==> src/rtl/inst_mem_writer.sv <==
// Streams 32-bit instruction words into a byte-wide, big-endian instruction memory.
// Ports: clk/rst, start/base_addr/word_count load request, in_valid/in_word/in_ready
//   word stream, mem_we/mem_addr/mem_wdata byte write port, busy/done/error status.
module inst_mem_writer #(
   parameter int ADDR_W = 16,
   parameter int CNT_W  = 16
) (
   input  logic              clk,
   input  logic              rst,
   input  logic              start,
   input  logic [31:0]       base_addr,
   input  logic [CNT_W-1:0]  word_count,
   input  logic              in_valid,
   input  logic [31:0]       in_word,
   output logic              in_ready,
   output logic              mem_we,
   output logic [ADDR_W-1:0] mem_addr,
   output logic [7:0]        mem_wdata,
   output logic              busy,
   output logic              done,
   output logic              error
);

   localparam int EW = ADDR_W + CNT_W + 2;
   // One past the last legal byte address; a load may end exactly here.
   localparam logic [EW-1:0] LIMIT = EW'(1) << ADDR_W;

   typedef enum logic [1:0] {
      IDLE,
      WAIT_WORD,
      WRITE,
      DONE
   } state_t;

   state_t            state_q, state_d;
   logic [ADDR_W-1:0] ptr_q, ptr_d;
   logic [CNT_W-1:0]  rem_q, rem_d;
   logic [1:0]        idx_q, idx_d;
   logic [31:0]       word_q, word_d;
   logic [ADDR_W-1:0] addr_q, addr_d;
   logic [7:0]        wdata_q, wdata_d;
   logic              error_q, error_d;

   logic [EW-1:0]     end_addr;
   logic              misaligned;
   logic              overflow;
   logic              start_bad;

   // Address bits above the memory depth are don't-care.
   logic unused_hi;
   if (ADDR_W < 32) begin : g_hi
      assign unused_hi = ^base_addr[31:ADDR_W];
   end else begin : g_nohi
      assign unused_hi = 1'b0;
   end

   function automatic logic [7:0] byte_of(
      input logic [31:0] w,
      input logic [1:0]  i
   );
      logic [7:0] b;
      case (i)
         2'd0:    b = w[31:24];
         2'd1:    b = w[23:16];
         2'd2:    b = w[15:8];
         default: b = w[7:0];
      endcase
      return b;
   endfunction

   // Bounds check is done wide so a large count cannot wrap past the top.
   always_comb begin
      end_addr   = EW'(base_addr[ADDR_W-1:0])
                 + EW'({word_count, 2'b00});
      misaligned = (base_addr[1:0] != 2'b00);
      overflow   = (end_addr > LIMIT);
      start_bad  = misaligned || overflow;
   end

   always_comb begin
      state_d = state_q;
      ptr_d   = ptr_q;
      rem_d   = rem_q;
      idx_d   = idx_q;
      word_d  = word_q;
      addr_d  = addr_q;
      wdata_d = wdata_q;
      error_d = 1'b0;

      unique case (state_q)
         IDLE: begin
            if (start) begin
               if (start_bad) begin
                  error_d = 1'b1;
               end else if (word_count == '0) begin
                  state_d = DONE;
               end else begin
                  ptr_d   = base_addr[ADDR_W-1:0];
                  rem_d   = word_count;
                  state_d = WAIT_WORD;
               end
            end
         end

         WAIT_WORD: begin
            if (in_valid) begin
               // Present the first byte on the edge of acceptance.
               word_d  = in_word;
               idx_d   = 2'd0;
               addr_d  = ptr_q;
               wdata_d = in_word[31:24];
               state_d = WRITE;
            end
         end

         WRITE: begin
            if (idx_q == 2'd3) begin
               ptr_d   = ptr_q + ADDR_W'(4);
               rem_d   = rem_q - CNT_W'(1);
               state_d = (rem_q == CNT_W'(1)) ? DONE : WAIT_WORD;
            end else begin
               idx_d   = idx_q + 2'd1;
               addr_d  = addr_q + ADDR_W'(1);
               wdata_d = byte_of(word_q, idx_q + 2'd1);
            end
         end

         DONE: begin
            state_d = IDLE;
         end

         default: begin
            state_d = IDLE;
         end
      endcase
   end

   always_ff @(posedge clk) begin
      if (rst) begin
         state_q <= IDLE;
         ptr_q   <= '0;
         rem_q   <= '0;
         idx_q   <= '0;
         word_q  <= '0;
         addr_q  <= '0;
         wdata_q <= '0;
         error_q <= 1'b0;
      end else begin
         state_q <= state_d;
         ptr_q   <= ptr_d;
         rem_q   <= rem_d;
         idx_q   <= idx_d;
         word_q  <= word_d;
         addr_q  <= addr_d;
         wdata_q <= wdata_d;
         error_q <= error_d;
      end
   end

   // addr/wdata only move when a new byte is launched, so they
   // hold their last values while mem_we is low.
   assign in_ready  = (state_q == WAIT_WORD);
   assign mem_we    = (state_q == WRITE);
   assign busy      = (state_q != IDLE);
   assign done      = (state_q == DONE);
   assign error     = error_q;
   assign mem_addr  = addr_q;
   assign mem_wdata = wdata_q;

endmodule

==> config.mk <==
export PLATFORM = sky130hd
export DESIGN_NAME = inst_mem_writer
export DESIGN_NICKNAME = d
export VERILOG_FILES = /design/src/rtl/inst_mem_writer.sv
export SDC_FILE = /design/constraint.sdc
export NUM_CORES = 1
export LEC_CHECK = 0
export CORE_AREA = 2 2 124 126
export DETAILED_ROUTE_END_ITERATION = 7
export DIE_AREA = 0 0 126 128
export HOLD_SLACK_MARGIN = 0.06
export PLACE_DENSITY = 0.71
export SYNTH_ARGS = -nofsm -noshare
export SYNTH_HDL_FRONTEND = slang
export SYNTH_SLANG_ARGS = --single-unit
==> constraint.sdc <==
create_clock -name clk -period 5.3 [get_ports clk]
set_input_delay 1.59 -clock clk [delete_from_list [all_inputs] [get_ports clk]]
set_output_delay 1.59 -clock clk [all_outputs]
set_load 0.05 [all_outputs]
==> reports/summary.txt <==
FLOORPLAN
------------------------------------------------------------------------------------------
Height of the chip                                                                  128 um
Area of the die                                                                 16100 um^2
Boundary Pins                                                                          113
Core Footprint                                                                  14900 um^2
Number of placement rows                                                                45
Horiz. Die Dim                                                                      126 um
Starting density of the core                                                         0.393

GLOBAL ROUTING
------------------------------------------------------------------------------------------
Initial antenna violation count                                                          0
Global-route wire length before repair                                            28100 um
All-layer global routing usage                                                       0.211
Overflow left after global routing                                                       0
Maximum number of pins on one net before global-route repair                            90
Number of global-route vias before repair                                             5616

WORST SETUP PATH
------------------------------------------------------------------------------------------
Critical Path RT                                                                   5.51 ns
Kind of capture point of the worst setup path                                    flip-flop
Depth of the worst register-to-register path                                             7
Setup Crit Path Kind                                                                in2reg
FF-to-FF setup slack                                                               2.59 ns
Critical R2R Capture                                                          mem_addr[12]$_SDFFE_PP0P_
Maximum fanout count along the critical path                                             6
Worst R2R Start                                                               state_q[0]$_SDFFE_PP0P_
Worst Path Arrival                                                                 5.02 ns
Startpoint types                                                                 input pin

CTS
------------------------------------------------------------------------------------------
Buffers inserted by post-CTS timing repair                                               0
Source-to-sink clock delay at the later pin of the worst-skew pair                 0.36 ns
TritonCTS clock tree                                                                 built
CTS max path bufs                                                                        2
Resized cells post-CTS                                                                   0
Clock edge transition at the registers on the reported setup and hold paths        0.08 ns
H-tree level count                                                                       3
Total of hold buffers inserted after clock tree synthesis                                0
Clock buffers created by TritonCTS                                                       9
CTS Sinks                                                                               93
Clock Root Buffer                                                                clkbuf_16

TIMING
------------------------------------------------------------------------------------------
Final count of hold timing violations                                                    0
Final period utilization                                                             0.907
Post-route setup TNS                                                                  0 ns
Final-report max-slew violation count                                                    0
Achievable Freq                                                                  0.208 GHz
RSZ-0062 raised after global routing                                                 false
Shortest clock period the worst path allows after layout                           4.81 ns
Worst Tran Pin Value                                                              0.986 ns
Hold_ws                                                                           0.456 ns
Final clock skew                                                                 0.0103 ns
Slew headroom                                                                        0.340
Endpoints failing setup                                                                  0

LOGIC SYNTHESIS
------------------------------------------------------------------------------------------
Cell variety after synth                                                                79
Count of flip-flops with a built-in enable after synthesis                               0
Cell type with the largest total area after synthesis                              dfxtp_1
Share of the synthesized area in the top cell type                                   0.319
Synth top area cells                                                          dfxtp_1 32%, nand2_1 9.8%, a21oi_1 7.1%
Nets in the synthesized netlist                                                        894
Mapped Avg Cell Area                                                             7.43 um^2
Number of storage elements in the synthesis netlist                                     93
Synth Flop Type                                                                    dfxtp_1
Fraction of registers with async set or reset after synthesis                            0
YS warnings                                                                              0
Share of the yosys chip area belonging to registers                                  0.319
Mapped Cells                                                                           786
Post-synth design cell area                                                      5840 um^2

HOLD PATH
------------------------------------------------------------------------------------------
Hold Crit Class                                                                    reg2reg
Worst Hold Path Cells                                                                    2
Launch point of the worst hold path                                           word_q[30]$_SDFFE_PP0P_
End point of the most critical hold path                                      word_q[30]$_SDFFE_PP0P_

CELLS AND AREA
------------------------------------------------------------------------------------------
Nets                                                                                   964
Fill cell instance count of the final layout                                          1497
Number of diodes added for antenna fixing                                                0
Layout cells sized above 1                                                          0.0708
Area grow syn2layout                                                                 23.7%

POWER AND IR DROP
------------------------------------------------------------------------------------------
Leakage power                                                                      2.46 nW
Combinational group share of total power                                             0.177
Portion of total power attributed to sequential cells                                0.432
Sw Pwr                                                                            0.494 mW
Clock Power Share                                                                    0.391
Max IR drop VDD                                                                     189 uV
Power per unit of standard cell area                                           230 nW/um^2
Internal power consumption                                                         1.17 mW
Total power                                                                        1.66 mW
Switching fraction of total power                                                    0.297

DETAILED ROUTING
------------------------------------------------------------------------------------------
Routed WL per cell                                                                 16.4 um
Via-to-Cell Ratio                                                                     5.82
Final WL                                                                          17200 um
Drc violations                                                                           0
Total iterations of the first detailed-routing run                                       6
Overall via count from detail_route                                                   6102
DRC marker count from the first detailed-route iteration                               590
Count of nets left with antenna violations after detail routing                          0

PLACE
------------------------------------------------------------------------------------------
Placer's final routability congestion estimate                                       0.932
Number of buffers inserted by port buffering                                            96
Half-perimeter wire length after detailed placement                               12000 um

JOB
------------------------------------------------------------------------------------------
Max-capacitance violation count                                                          0

STATUS
------------------------------------------------------------------------------------------
Result of the run                                                             complete, no violations

## placed cells by master (no fill, tap or decap), types with 4 or more instances in the layout
master	Yosys	routed
a211oi_1	11	11
a21o_1	6	6
a21oi_1	83	83
a222oi_1	8	8
a22oi_1	6	6
a311oi_1	9	9
a31oi_1	5	5
and3_1	8	8
buf_4	1	16
clkbuf_16	0	9
clkdlybuf4s50_1	0	95
dfxtp_1	93	93
ha_1	23	23
inv_1	15	15
mux2i_1	13	13
nand2_1	152	152
nand2b_1	6	5
nand3_1	34	34
nand4_1	5	5
nor2_1	65	65
nor2b_1	7	7
nor3_1	24	24
nor3b_1	6	6
nor4_1	7	7
o211ai_1	10	10
o21a_1	4	4
o21ai_0	36	36
o21ai_1	16	15
o22ai_1	7	7
o31ai_1	9	9
or2_2	4	4
## synthesized netlist by cell type (3+ instances only)
| library cell | number |
|---|---|
| nand4_1 | 5 |
| nand3_1 | 34 |
| nand2_1 | 152 |
| clkbuf_1 | 46 |
| nor2_1 | 65 |
| ha_1 | 23 |
| dfxtp_1 | 93 |
| nand3b_1 | 3 |
| a211oi_2 | 3 |
| a21oi_1 | 83 |
| or2_2 | 4 |
| mux2i_1 | 13 |
| nor4_1 | 7 |
| and2_1 | 3 |
| o21a_1 | 4 |
| nand2b_1 | 6 |
| o22ai_1 | 7 |
| a211oi_1 | 11 |
| a22oi_1 | 6 |
| nor2b_1 | 7 |
| o31ai_1 | 9 |
| a21o_1 | 6 |
| o21ai_0 | 36 |
| o21ai_1 | 16 |
| o211ai_1 | 10 |
| a311oi_1 | 9 |
| a31oi_1 | 5 |
| nor3_1 | 24 |
| a222oi_1 | 8 |
| and3_1 | 8 |
| inv_1 | 15 |
| nor3b_1 | 6 |
## kinds of logic (layout without fill, tap and decap cells)
logic type | after synthesis | in the layout | synth area share
AND/OR/NAND/NOR | 337 | 337 | 0.260
AO/OA/AOI/OAI | 244 | 244 | 0.284
flip-flops | 93 | 93 | 0.319
buffers and inverters | 70 | 145 | 0.0521
adder cells (fa/ha/maj) | 24 | 24 | 0.0527
multiplexers | 14 | 14 | 0.0242
XOR/XNOR | 4 | 4 | 0.00729
## cell type report
class / count / area (um^2) / area share
multi-input combinational: 623 / 3680 / 0.510
sequential: 93 / 1860 / 0.258
timing repair buffer: 113 / 1100 / 0.152
tap: 188 / 235 / 0.0326
clock buffer: 9 / 225 / 0.0312
clock inverter: 7 / 62.6 / 0.00867
inverter: 16 / 60.1 / 0.00832
## through the flow
| stage | instances | utilization | instance area (um^2) | setup slack [ns] |
|---|---|---|---|---|
| after floorplan | 786 | - | 5840 | 0.983 |
| after global placement | 1033 | 0.466 | 6930 | 0.118 |
| after detailed placement | 1033 | 0.466 | 6930 | 0.121 |
| after CTS | 1049 | 0.486 | 7220 | 0.493 |
| after global routing | 1049 | 0.486 | 7220 | 0.219 |
| final | 1049 | 0.486 | 7220 | 0.493 |
## how the worst max path moves through the flow
stage	start	end	slack, ns	cells after the start
after floorplan	base_addr[2]	rem_q[8]$_SDFFE_PP0P_	0.98	13
after global placement	word_count[0]	rem_q[2]$_SDFFE_PP0P_	0.12	12
after detailed placement	word_count[0]	state_q[0]$_SDFFE_PP0P_	0.12	12
after CTS	word_count[0]	state_q[0]$_SDFFE_PP0P_	0.49	12
after global routing	word_count[0]	state_q[0]$_SDFFE_PP0P_	0.22	12
final	word_count[0]	rem_q[1]$_SDFFE_PP0P_	0.49	13
## power groups by stage
stage	Combinational (mW)	Clock [mW]	Sequential [mW]
2_1_floorplan	0.173	0	0.738
3_3_place_gp	0.286	0	0.734
3_5_place_dp	0.288	0	0.735
4_1_cts	0.290	0.657	0.718
5_1_grt	0.320	0.682	0.720
6_report	0.294	0.649	0.718
## worst max-delay path, stage by stage
cell	delay [ns]
clkdlybuf4s50_1	0.55
ha_1	0.21
fa_1	0.41
or2_2	0.31
a2111oi_0	0.33
nand3_1	0.14
a2111oi_2	0.27
o2111ai_2	0.25
o211ai_2	0.22
nand2_1	0.21
buf_4	0.21
a211oi_1	0.23
a211oi_1	0.08
## per-layer routing
metal  vias to the layer above  GRT usage  wire length (um)
li1                       2992          -                 -
met1                      2909      0.283              7890
met2                       186      0.358              8270
met3                        15     0.0380               909
met4                         0     0.0420               163
met5                         -          0                 0
## registers in the layout (all words and copies together) (netlist names)
signal / flops
idx_q: 2
mem_addr: 16
state_q: 2
ptr_q: 16
rem_q: 16
word_q: 32
error: 1
mem_wdata: 8
No activity file was read; power rests on OpenSTA's default activity.
